$ cat src/rtl/cpu_defs.sv
// Shared definitions for the MIPS CPU pipeline: word width, fetch constants
// and the fetch-queue entry type that carries {pc, instruction} to decode.
package cpu_defs;

    localparam int WORD_WIDTH = 32;

    // Bubble instruction; also the reset contents of the fetch queue slots.
    localparam logic [WORD_WIDTH-1:0] INSTRUCTION_NOP = 32'h0000_0000;

    // Byte distance between consecutive sequential fetches.
    localparam logic [WORD_WIDTH-1:0] PC_INCREMENT = 32'd4;

    // Low address bits that must be zero for a word-aligned fetch address.
    localparam logic [WORD_WIDTH-1:0] WORD_ALIGN_MASK = 32'hFFFF_FFFC;

    // One fetched instruction together with the address it came from.
    typedef struct packed {
        logic [WORD_WIDTH-1:0] pc;
        logic [WORD_WIDTH-1:0] instruction;
    } fetch_entry_t;

    // True when a byte address points at the start of a 32-bit word.
    function automatic logic isWordAligned(input logic [WORD_WIDTH-1:0] addr);
        return (addr[1:0] == 2'b00);
    endfunction

endpackage

$ cat src/rtl/fetch_buffer.sv
// Two-entry FIFO of fetched instructions sitting between the ROM response and
// the decode stage. Slot 0 is always the head, so the decode-facing outputs
// come straight from registers. Push and pop in the same cycle are both
// honoured; flush empties the queue and takes priority over everything else.
module fetch_buffer
    import cpu_defs::*;
(
    input  logic                  clock,
    input  logic                  reset,
    input  logic                  i_push,
    input  logic [WORD_WIDTH-1:0] i_pushPc,
    input  logic [WORD_WIDTH-1:0] i_pushInstruction,
    input  logic                  i_pop,
    input  logic                  i_flush,
    output logic                  o_valid,
    output logic [WORD_WIDTH-1:0] o_headPc,
    output logic [WORD_WIDTH-1:0] o_headInstruction,
    output logic [1:0]            o_count
);

    fetch_entry_t r_slot0;
    fetch_entry_t r_slot1;
    logic [1:0]   r_count;

    fetch_entry_t w_newEntry;
    logic         w_popOk;
    logic         w_pushOk;

    assign w_newEntry = '{pc: i_pushPc, instruction: i_pushInstruction};

    // A pop on an empty queue, or a push on a full queue without a matching
    // pop, would corrupt the count; the issue logic upstream never asks for
    // either, but the guards keep the FIFO self-consistent regardless.
    assign w_popOk  = i_pop && (r_count != 2'd0);
    assign w_pushOk = i_push && ((r_count != 2'd2) || w_popOk);

    // Queue storage and occupancy: slot 0 is the head, slot 1 the entry behind it.
    always_ff @(posedge clock or posedge reset) begin
        if (reset) begin
            r_slot0 <= '{pc: '0, instruction: INSTRUCTION_NOP};
            r_slot1 <= '{pc: '0, instruction: INSTRUCTION_NOP};
            r_count <= 2'd0;
        end else if (i_flush) begin
            r_count <= 2'd0;
        end else begin
            case ({w_pushOk, w_popOk})
                2'b10: begin
                    if (r_count == 2'd0) begin
                        r_slot0 <= w_newEntry;
                    end else begin
                        r_slot1 <= w_newEntry;
                    end
                    r_count <= r_count + 2'd1;
                end
                2'b01: begin
                    r_slot0 <= r_slot1;
                    r_count <= r_count - 2'd1;
                end
                2'b11: begin
                    if (r_count == 2'd1) begin
                        r_slot0 <= w_newEntry;
                    end else begin
                        r_slot0 <= r_slot1;
                        r_slot1 <= w_newEntry;
                    end
                end
                default: begin
                    r_count <= r_count;
                end
            endcase
        end
    end

    assign o_valid           = (r_count != 2'd0);
    assign o_headPc          = r_slot0.pc;
    assign o_headInstruction = r_slot0.instruction;
    assign o_count           = r_count;

endmodule

$ cat src/rtl/fetch_stage.sv
// Instruction-fetch front end. Owns the program counter, issues word reads to
// the instruction ROM (one-cycle read latency), buffers returned words in a
// 2-entry queue and presents {pc, instruction} to decode over valid/ready.
// A redirect flushes everything younger than the current pop and restarts
// fetch at the new target.
//
// Optional feature macro: FETCH_ALIGN_CHECK_EN
//   defined   - a misaligned redirect halts fetch and raises fetch_exception
//               with the offending target on exception_pc until the next
//               aligned redirect.
//   undefined - the low two target bits are forced to zero and the exception
//               outputs are tied low.
module fetch_stage
    import cpu_defs::*;
#(
    parameter logic [WORD_WIDTH-1:0] RESET_PC     = 32'h0000_0000,
    parameter int                    BUFFER_DEPTH = 2
) (
    input  logic                  clock,
    input  logic                  reset,
    output logic                  rom_enable,
    output logic [WORD_WIDTH-1:0] rom_address,
    input  logic [WORD_WIDTH-1:0] rom_data,
    output logic                  decode_valid,
    input  logic                  decode_ready,
    output logic [WORD_WIDTH-1:0] decode_pc,
    output logic [WORD_WIDTH-1:0] decode_instruction,
    input  logic                  redirect_valid,
    input  logic [WORD_WIDTH-1:0] redirect_target,
    output logic                  fetch_exception,
    output logic [WORD_WIDTH-1:0] exception_pc
);

    // The queue is built with exactly two slots; BUFFER_DEPTH only sets the
    // occupancy limit the issue logic works against and must stay at 2.
    localparam logic [2:0] QUEUE_LIMIT = 3'(BUFFER_DEPTH);

    logic [WORD_WIDTH-1:0] r_pc;
    logic                  r_inflight;
    logic [WORD_WIDTH-1:0] r_inflightPc;

    logic [WORD_WIDTH-1:0] w_target;
    logic                  w_halted;
    logic                  w_pop;
    logic                  w_push;
    logic                  w_issue;
    logic [1:0]            w_count;
    logic [2:0]            w_occupancy;

    // Handshake with decode. The head is registered inside the buffer.
    assign w_pop = decode_valid && decode_ready;

    // Slots that will be spoken for at the end of this cycle: what is queued,
    // plus the word coming back from the ROM, minus what decode takes now.
    // Issuing only while this is below the limit guarantees the response of
    // a new request always finds a free slot.
    assign w_occupancy = {1'b0, w_count} + {2'b00, r_inflight} - {2'b00, w_pop};

    // A redirect kills this cycle's request; reset holds the ROM port quiet.
    assign w_issue = !reset && !redirect_valid && !w_halted && (w_occupancy < QUEUE_LIMIT);

    assign rom_enable  = w_issue;
    assign rom_address = r_pc;

    // A returning word is dropped if a redirect lands in the same cycle,
    // because it belongs to the path being abandoned.
    assign w_push = r_inflight && !redirect_valid;

`ifdef FETCH_ALIGN_CHECK_EN
    logic                  r_halted;
    logic [WORD_WIDTH-1:0] r_exceptionPc;

    assign w_target = redirect_target;

    // Track the exception state: every redirect re-evaluates alignment, so a
    // misaligned one halts fetch and the next aligned one resumes it.
    always_ff @(posedge clock or posedge reset) begin
        if (reset) begin
            r_halted      <= 1'b0;
            r_exceptionPc <= '0;
        end else if (redirect_valid) begin
            r_halted <= !isWordAligned(redirect_target);
            if (!isWordAligned(redirect_target)) begin
                r_exceptionPc <= redirect_target;
            end
        end
    end

    assign w_halted        = r_halted;
    assign fetch_exception = r_halted;
    assign exception_pc    = r_exceptionPc;
`else
    assign w_target        = redirect_target & WORD_ALIGN_MASK;
    assign w_halted        = 1'b0;
    assign fetch_exception = 1'b0;
    assign exception_pc    = '0;
`endif

    // Program counter and the record of the request awaiting its ROM word.
    // The PC wraps naturally modulo 2^32 at the top of the address space.
    always_ff @(posedge clock or posedge reset) begin
        if (reset) begin
            r_pc         <= RESET_PC;
            r_inflight   <= 1'b0;
            r_inflightPc <= RESET_PC;
        end else begin
            if (redirect_valid) begin
                r_pc <= w_target;
            end else if (w_issue) begin
                r_pc <= r_pc + PC_INCREMENT;
            end
            r_inflight <= w_issue;
            if (w_issue) begin
                r_inflightPc <= r_pc;
            end
        end
    end

    fetch_buffer u_fetchBuffer (
        .clock             (clock),
        .reset             (reset),
        .i_push            (w_push),
        .i_pushPc          (r_inflightPc),
        .i_pushInstruction (rom_data),
        .i_pop             (w_pop),
        .i_flush           (redirect_valid),
        .o_valid           (decode_valid),
        .o_headPc          (decode_pc),
        .o_headInstruction (decode_instruction),
        .o_count           (w_count)
    );

endmodule

$ cat config.mk
export PLATFORM = sky130hd
export DESIGN_NAME = fetch_stage
export DESIGN_NICKNAME = d
export VERILOG_FILES = /design/src/rtl/cpu_defs.sv /design/src/rtl/fetch_buffer.sv /design/src/rtl/fetch_stage.sv
export SDC_FILE = /design/constraint.sdc
export NUM_CORES = 1
export LEC_CHECK = 0
export ABC_AREA = 1
export CAP_MARGIN = 30
export CORE_MARGIN = 1
export CORE_UTILIZATION = 50
export CTS_CLUSTER_DIAMETER = 60
export DETAILED_ROUTE_END_ITERATION = 8
export PLACE_DENSITY = 0.86
export SETUP_SLACK_MARGIN = 0.15
export SLEW_MARGIN = 20
export SYNTH_ARGS = -nofsm -noshare
export SYNTH_HDL_FRONTEND = slang
export SYNTH_HIERARCHICAL = 1
export SYNTH_SLANG_ARGS = --single-unit
$ cat constraint.sdc
create_clock -name clock -period 11.85 [get_ports clock]
set_input_delay 1.185 -clock clock [delete_from_list [all_inputs] [get_ports clock]]
set_output_delay 1.185 -clock clock [all_outputs]
set_load 0.02 [all_outputs]
# ---- After elaboration in Yosys (flattened, before gate mapping)
# Cells that the tools add are included.
# Widths: inputs -> output; s select.
dict set report classes {
  eq_ne 8
  addsub 5
  n_reduce_logical 17
  magnitude_cmp 1
  n_mux 10
  n_bitwise 1
}
# operator n
set op_table {}
lappend op_table {{$mux 64} 4}
lappend op_table {{$pmux 64 s3} 1}
lappend op_table {{$pmux 64 s2} 1}
lappend op_table {{$mux 32} 2}
lappend op_table {{$add 32x3->32 const B} 1}
lappend op_table {{$logic_and 1x1->1} 6}
lappend op_table {{$ne 2x2->1 const B} 3}
lappend op_table {{$reduce_bool 2->1} 3}
lappend op_table {{$reduce_bool 3->1} 2}
lappend op_table {{$eq 2x1->1 const B} 2}
lappend op_table {{$eq 2x2->1 const B} 2}
lappend op_table {{$pmux 2 s2} 1}
lappend op_table {{$reduce_and 4->1} 1}
lappend op_table {{$add 2x1->3} 1}
lappend op_table {{$lt 3x2->1 const B} 1}
lappend op_table {{$reduce_and 3->1} 1}
lappend op_table {{$sub 3x1->3} 1}
lappend op_table {{$add 2x1->2 const B} 1}
lappend op_table {{$logic_not 1->1} 2}
lappend op_table {{$logic_not 2->1} 1}
lappend op_table {{$mux 2} 1}
lappend op_table {{$ne 2x1->1 const B} 1}
lappend op_table {{$sub 2x1->2 const B} 1}
lappend op_table {{$logic_or 1x1->1} 1}
lappend op_table {{$not 1->1} 1}
dict set report totals {
  ff_bits 195
  wordCells 50
  inputBits 68
  out_inout_bits 131
}

# ---- Depth between registers and ports, before layout
dict set report logic_depth {
  depth_word 8
  ltp_mapped 17
  mapped_depth_nobuf 16
}

# ---- Hierarchy
# The synthesis kept the hierarchy.
# module area_per_inst_um2 seq_area_each_um2 n_inst cells_each
set by_module_without_submodules {}
lappend by_module_without_submodules {fetch_buffer 6197.2 3253.1 1 798}
lappend by_module_without_submodules {fetch_stage 3812.4 1526.5 1 551}

# ---- Worst setup path after synthesis
# OpenSTA, ideal clock, no wires.
dict set report synth_timing {
  path_kind {input -> output}
  from {in reset}
  to {out rom_enable}
  t_required_ps 10665
  path_buffers 1
  arrival_ps 3304
  path_slack_ps 7361
  cell_stages 6
  cell_sequence {inv_1 -> nand2_1 -> nor2_4 -> nand2_4 -> inv_2 -> buf_2}
}
dict set report synth_between {
  elab_chain_len 3
}
# item line_no
set synth_rtl {}
lappend synth_rtl {{start: declaration} fetch_stage.sv:20} ;# input logic reset,
lappend synth_rtl {{$logic_not 1->1 (no line)} --}
lappend synth_rtl {{$logic_and 1x1->1 (2 in series)} fetch_stage.sv:60} ;# assign w_issue = !reset && !redirect_valid && !w_halted && (w_occupancy < QUEUE_LIMIT);
lappend synth_rtl {{end: declaration} fetch_stage.sv:21} ;# output logic rom_enable,
# No other way between the ends.

# ---- Worst setup path after layout
dict set report layout_timing {
  from {in decode_ready}
  to {out rom_enable}
}
dict set report layout_between {
  elab_chain_len 4
}
# item line_no
set layout_rtl {}
lappend layout_rtl {{start: declaration} fetch_stage.sv:25} ;# input logic decode_ready,
lappend layout_rtl {{$logic_and 1x1->1} fetch_stage.sv:51} ;# assign w_pop = decode_valid && decode_ready;
lappend layout_rtl {{via w_pop} fetch_stage.sv:44} ;# logic w_pop;
lappend layout_rtl {{$sub 3x1->3} fetch_stage.sv:57} ;# assign w_occupancy = {1'b0, w_count} + {2'b00, r_inflight} - {2'b00, w_pop};
lappend layout_rtl {{$lt 3x2->1} fetch_stage.sv:60}
lappend layout_rtl {{$logic_and 1x1->1} fetch_stage.sv:60}
# The timed path passes the listed nets, and every way through them passes these cells.

==> impl_metrics.json <==
{
  "synth_cell_types": 29,
  "worst_pin_slew_ns": 0.7659,
  "critPathKind": "primary input to output port",
  "groute.usage.overall_pct": 24.32,
  "crit_arrival_ns": 4.79,
  "powerDensity_mw_per_mm2": 228.1,
  "finalSetupViolCount": 0,
  "p_total_mw": 2.748,
  "pin_count": 199,
  "start_util_pct": 51.26,
  "placementRows": 51,
  "dr.pass1.iters": 5,
  "die_area_mm2": 0.02059,
  "drive_gt1_share_pct": 4.772,
  "swShare_pct": 38.72,
  "synth_edf_count": 0,
  "ant_nets": 0,
  "wl_um": 23730,
  "crit_required_ns": 10.67,
  "drc": 0,
  "clk_path_buf_depth": 2,
  "intPower_mw": 1.684,
  "htree_num_levels": 4,
  "numPortBuffers": 161,
  "ys.warnings.count": 6,
  "yosysMostFrequentCell": "nand2_1",
  "gp_congestion": 0.9143,
  "fin_skew_ns": 0.005855,
  "fin_nets": 1550,
  "die_h_um": 143.5,
  "postPlaceCellArea_mm2": 0.01144,
  "pwr-share-comb_pct": 38.6,
  "via_per_inst": 5.008,
  "postCtsSetupBuffers": 0,
  "relSlewSlack_pct": 48.94,
  "whs_ns": 0.4676,
  "yosys-top-cells-count": "nand2_1, nand3_1, dfrtp_1, nor2_1, inv_1",
  "p_seq_share_pct": 40.8,
  "final_cells": 1753,
  "cts_hold_buf": 0,
  "clk_latency_ns": 0.43,
  "critPathLaunchType": "primary input",
  "async_flop_share_pct": 100.0,
  "netlist_instances": 1349,
  "busiest_layer": "met2",
  "detail_route.iter0.violations": 573,
  "dp_cells": 1721,
  "grt_max_degree": 75,
  "finalMaxSlewViolations": 0,
  "finalCritPeriodShare_pct": 50.39,
  "via_count": 8779,
  "grt.overflow.total": 0,
  "grt_use_met2_pct": 39.65,
  "num-fill-cells": 1762,
  "synth.cell_area_mm2": 0.01001,
  "met1_usage_pct": 32.48,
  "finalInstanceArea_mm2": 0.01205,
  "post-route-util_pct": 61.69,
  "ys_seq_area_share_pct": 47.75,
  "pwr-share-clk_pct": 20.6,
  "grt_pass1_wl_um": 39380,
  "synth.area.top_cells": "dfrtp_1, nand2_1, nand3_1, nor2_1, buf_4",
  "clock_sinks": 191,
  "clock.fmax_ghz": 0.1675,
  "antenna_cells": 0,
  "syn_area_per_cell_um2": 7.420,
  "finalSetupTns_ns": 0,
  "hold_viol_final": 0,
  "yosys.area.top_type_share_pct": 47.75,
  "cts-root-buf": "clkbuf_16",
  "switchingPower_mw": 1.064,
  "grt_pass1_vias": 8080,
  "cts_tree": "done",
  "routedWlPerCell_um": 13.54,
  "hp-class": "flip-flop to flip-flop",
  "irDropWorstVdd_mv": 0.1010,
  "cts-resized-gates": 0,
  "antenna_found_initial": 0,
  "yosys.area.top_type": "dfrtp_1",
  "setup_slack_ns": 5.879,
  "period_needed_ns": 5.971,
  "status": "complete, no violations",
  "max_cap_viol_count": 0,
  "synth-seq-cells": 191,
  "grt_use_met3_pct": 4.032,
  "pre_cts_slack_ns": 5.889,
  "p_leak_nw": 6.233,
  "numCtsBuffers": 17,
  "path_clk_slew_ns": 0.07,
  "critPathMaxFanout": 71,
  "die_w_um": 143.5,
  "rsz0062_at_grt": "false",
  "ys.flop_type": "dfrtp_1",
  "hpwl_um": 15740,
  "core_area_mm2": 0.01953,
  "syn2layout_area_growth_pct": 20.35,
  "end_kind": "output port"
}
-- layer usage --
layer  vias to the layer above  routed length (µm)  share of wire (%)
li1                       4374                   -                  -
met1                      4026               10440                 44
met2                       348               11190                 47
met3                        31                1658                7.0
met4                         0                 435                1.8
met5                         -                   0                  0
-- registers in the layout (all words and copies together) (netlist names) --
register,cells
r_inflight,1
u_fetchBuffer/o_headPc,32
u_fetchBuffer/r_slot1,64
r_inflightPc,30
rom_address,30
u_fetchBuffer/o_count,2
u_fetchBuffer/o_headInstruction,32
-- placed cells by master (no fill, tap or decap), types with 2 or more instances in the layout --
| cell | n |
|---|---|
| nand2_4 | 2 |
| o211ai_1 | 4 |
| clkinv_2 | 2 |
| or2_2 | 2 |
| nand2_1 | 630 |
| nand2_2 | 7 |
| ha_1 | 5 |
| clkbuf_16 | 17 |
| buf_4 | 10 |
| o21ai_0 | 26 |
| conb_1 | 39 |
| clkinvlp_4 | 4 |
| xor2_1 | 2 |
| nor2_1 | 85 |
| bufinv_16 | 2 |
| nand3_1 | 195 |
| o21ai_1 | 5 |
| clkbuf_1 | 2 |
| clkdlybuf4s50_1 | 161 |
| nor2_2 | 4 |
| and2_1 | 2 |
| nor2_4 | 8 |
| inv_1 | 68 |
| inv_2 | 4 |
| clkbuf_8 | 3 |
| dfrtp_1 | 191 |
-- kinds of logic (layout without fill, tap and decap cells) --
family	after synthesis	count (layout)	share of synthesized area, %
compound gates	36	36	1.900
xor+xnor	2	2	0.1750
fa+ha+maj	6	6	0.8250
buf+inv	176	277	10.51
flops	191	191	47.75
other cells	1	39	0.03746
simple gates	937	937	38.80
-- area by class of cell --
cell class,instances,area (µm²),area share [%]
well taps,265,331.6,2.752
flip-flops and latches,191,4780,39.68
clock inverters,9,108.9,0.9036
repair buffers,173,1734,14.40
inverters,73,276.5,2.295
clock buffers,22,474.2,3.936
multi-input cells,1020,4342,36.04
-- final timing paths --
path	endpoint	slack, ns	from	cells after the start
min in group asynchronous	u_fetchBuffer/o_headInstruction[1]$_DFFE_PP0P_	1.27	reset	2
hold / removal	u_fetchBuffer/o_headInstruction[26]$_DFFE_PP0P_	0.47	u_fetchBuffer/o_headInstruction[26]$_DFFE_PP0P_	2
setup / recovery	rom_enable	5.88	decode_ready	11
setup reg to reg	rom_address[8]$_DFFE_PP0P_	8.04	u_fetchBuffer/o_count[1]$_DFFE_PP0P_	15
hold reg to reg	u_fetchBuffer/o_headInstruction[26]$_DFFE_PP0P_	0.47	u_fetchBuffer/o_headInstruction[26]$_DFFE_PP0P_	2
max in group asynchronous	u_fetchBuffer/r_slot1[58]$_DFFE_PP0P_	9.47	reset	4
-- critical path: stages --
cell and delay [ns]:
clkdlybuf4s50_1 0.45, nand2_1 0.04, inv_1 0.10, ha_1 0.23, or2_2 0.30, fa_1 0.48
nand2_1 0.09, nor2_4 0.16, nand2_4 0.36, inv_2 0.62, clkdlybuf4s50_1 0.73
-- power groups by stage --
stage	logic, mW	clock network (mW)	registers (mW)
3_3_place_gp	1.02	0	1.12
5_1_grt	1.19	0.604	1.16
4_1_cts	1.07	0.579	1.12
6_report	1.06	0.566	1.12
2_1_floorplan	0.530	0	1.24
3_5_place_dp	1.06	0	1.13
Note: power is estimated with default switching activity, not from simulation.
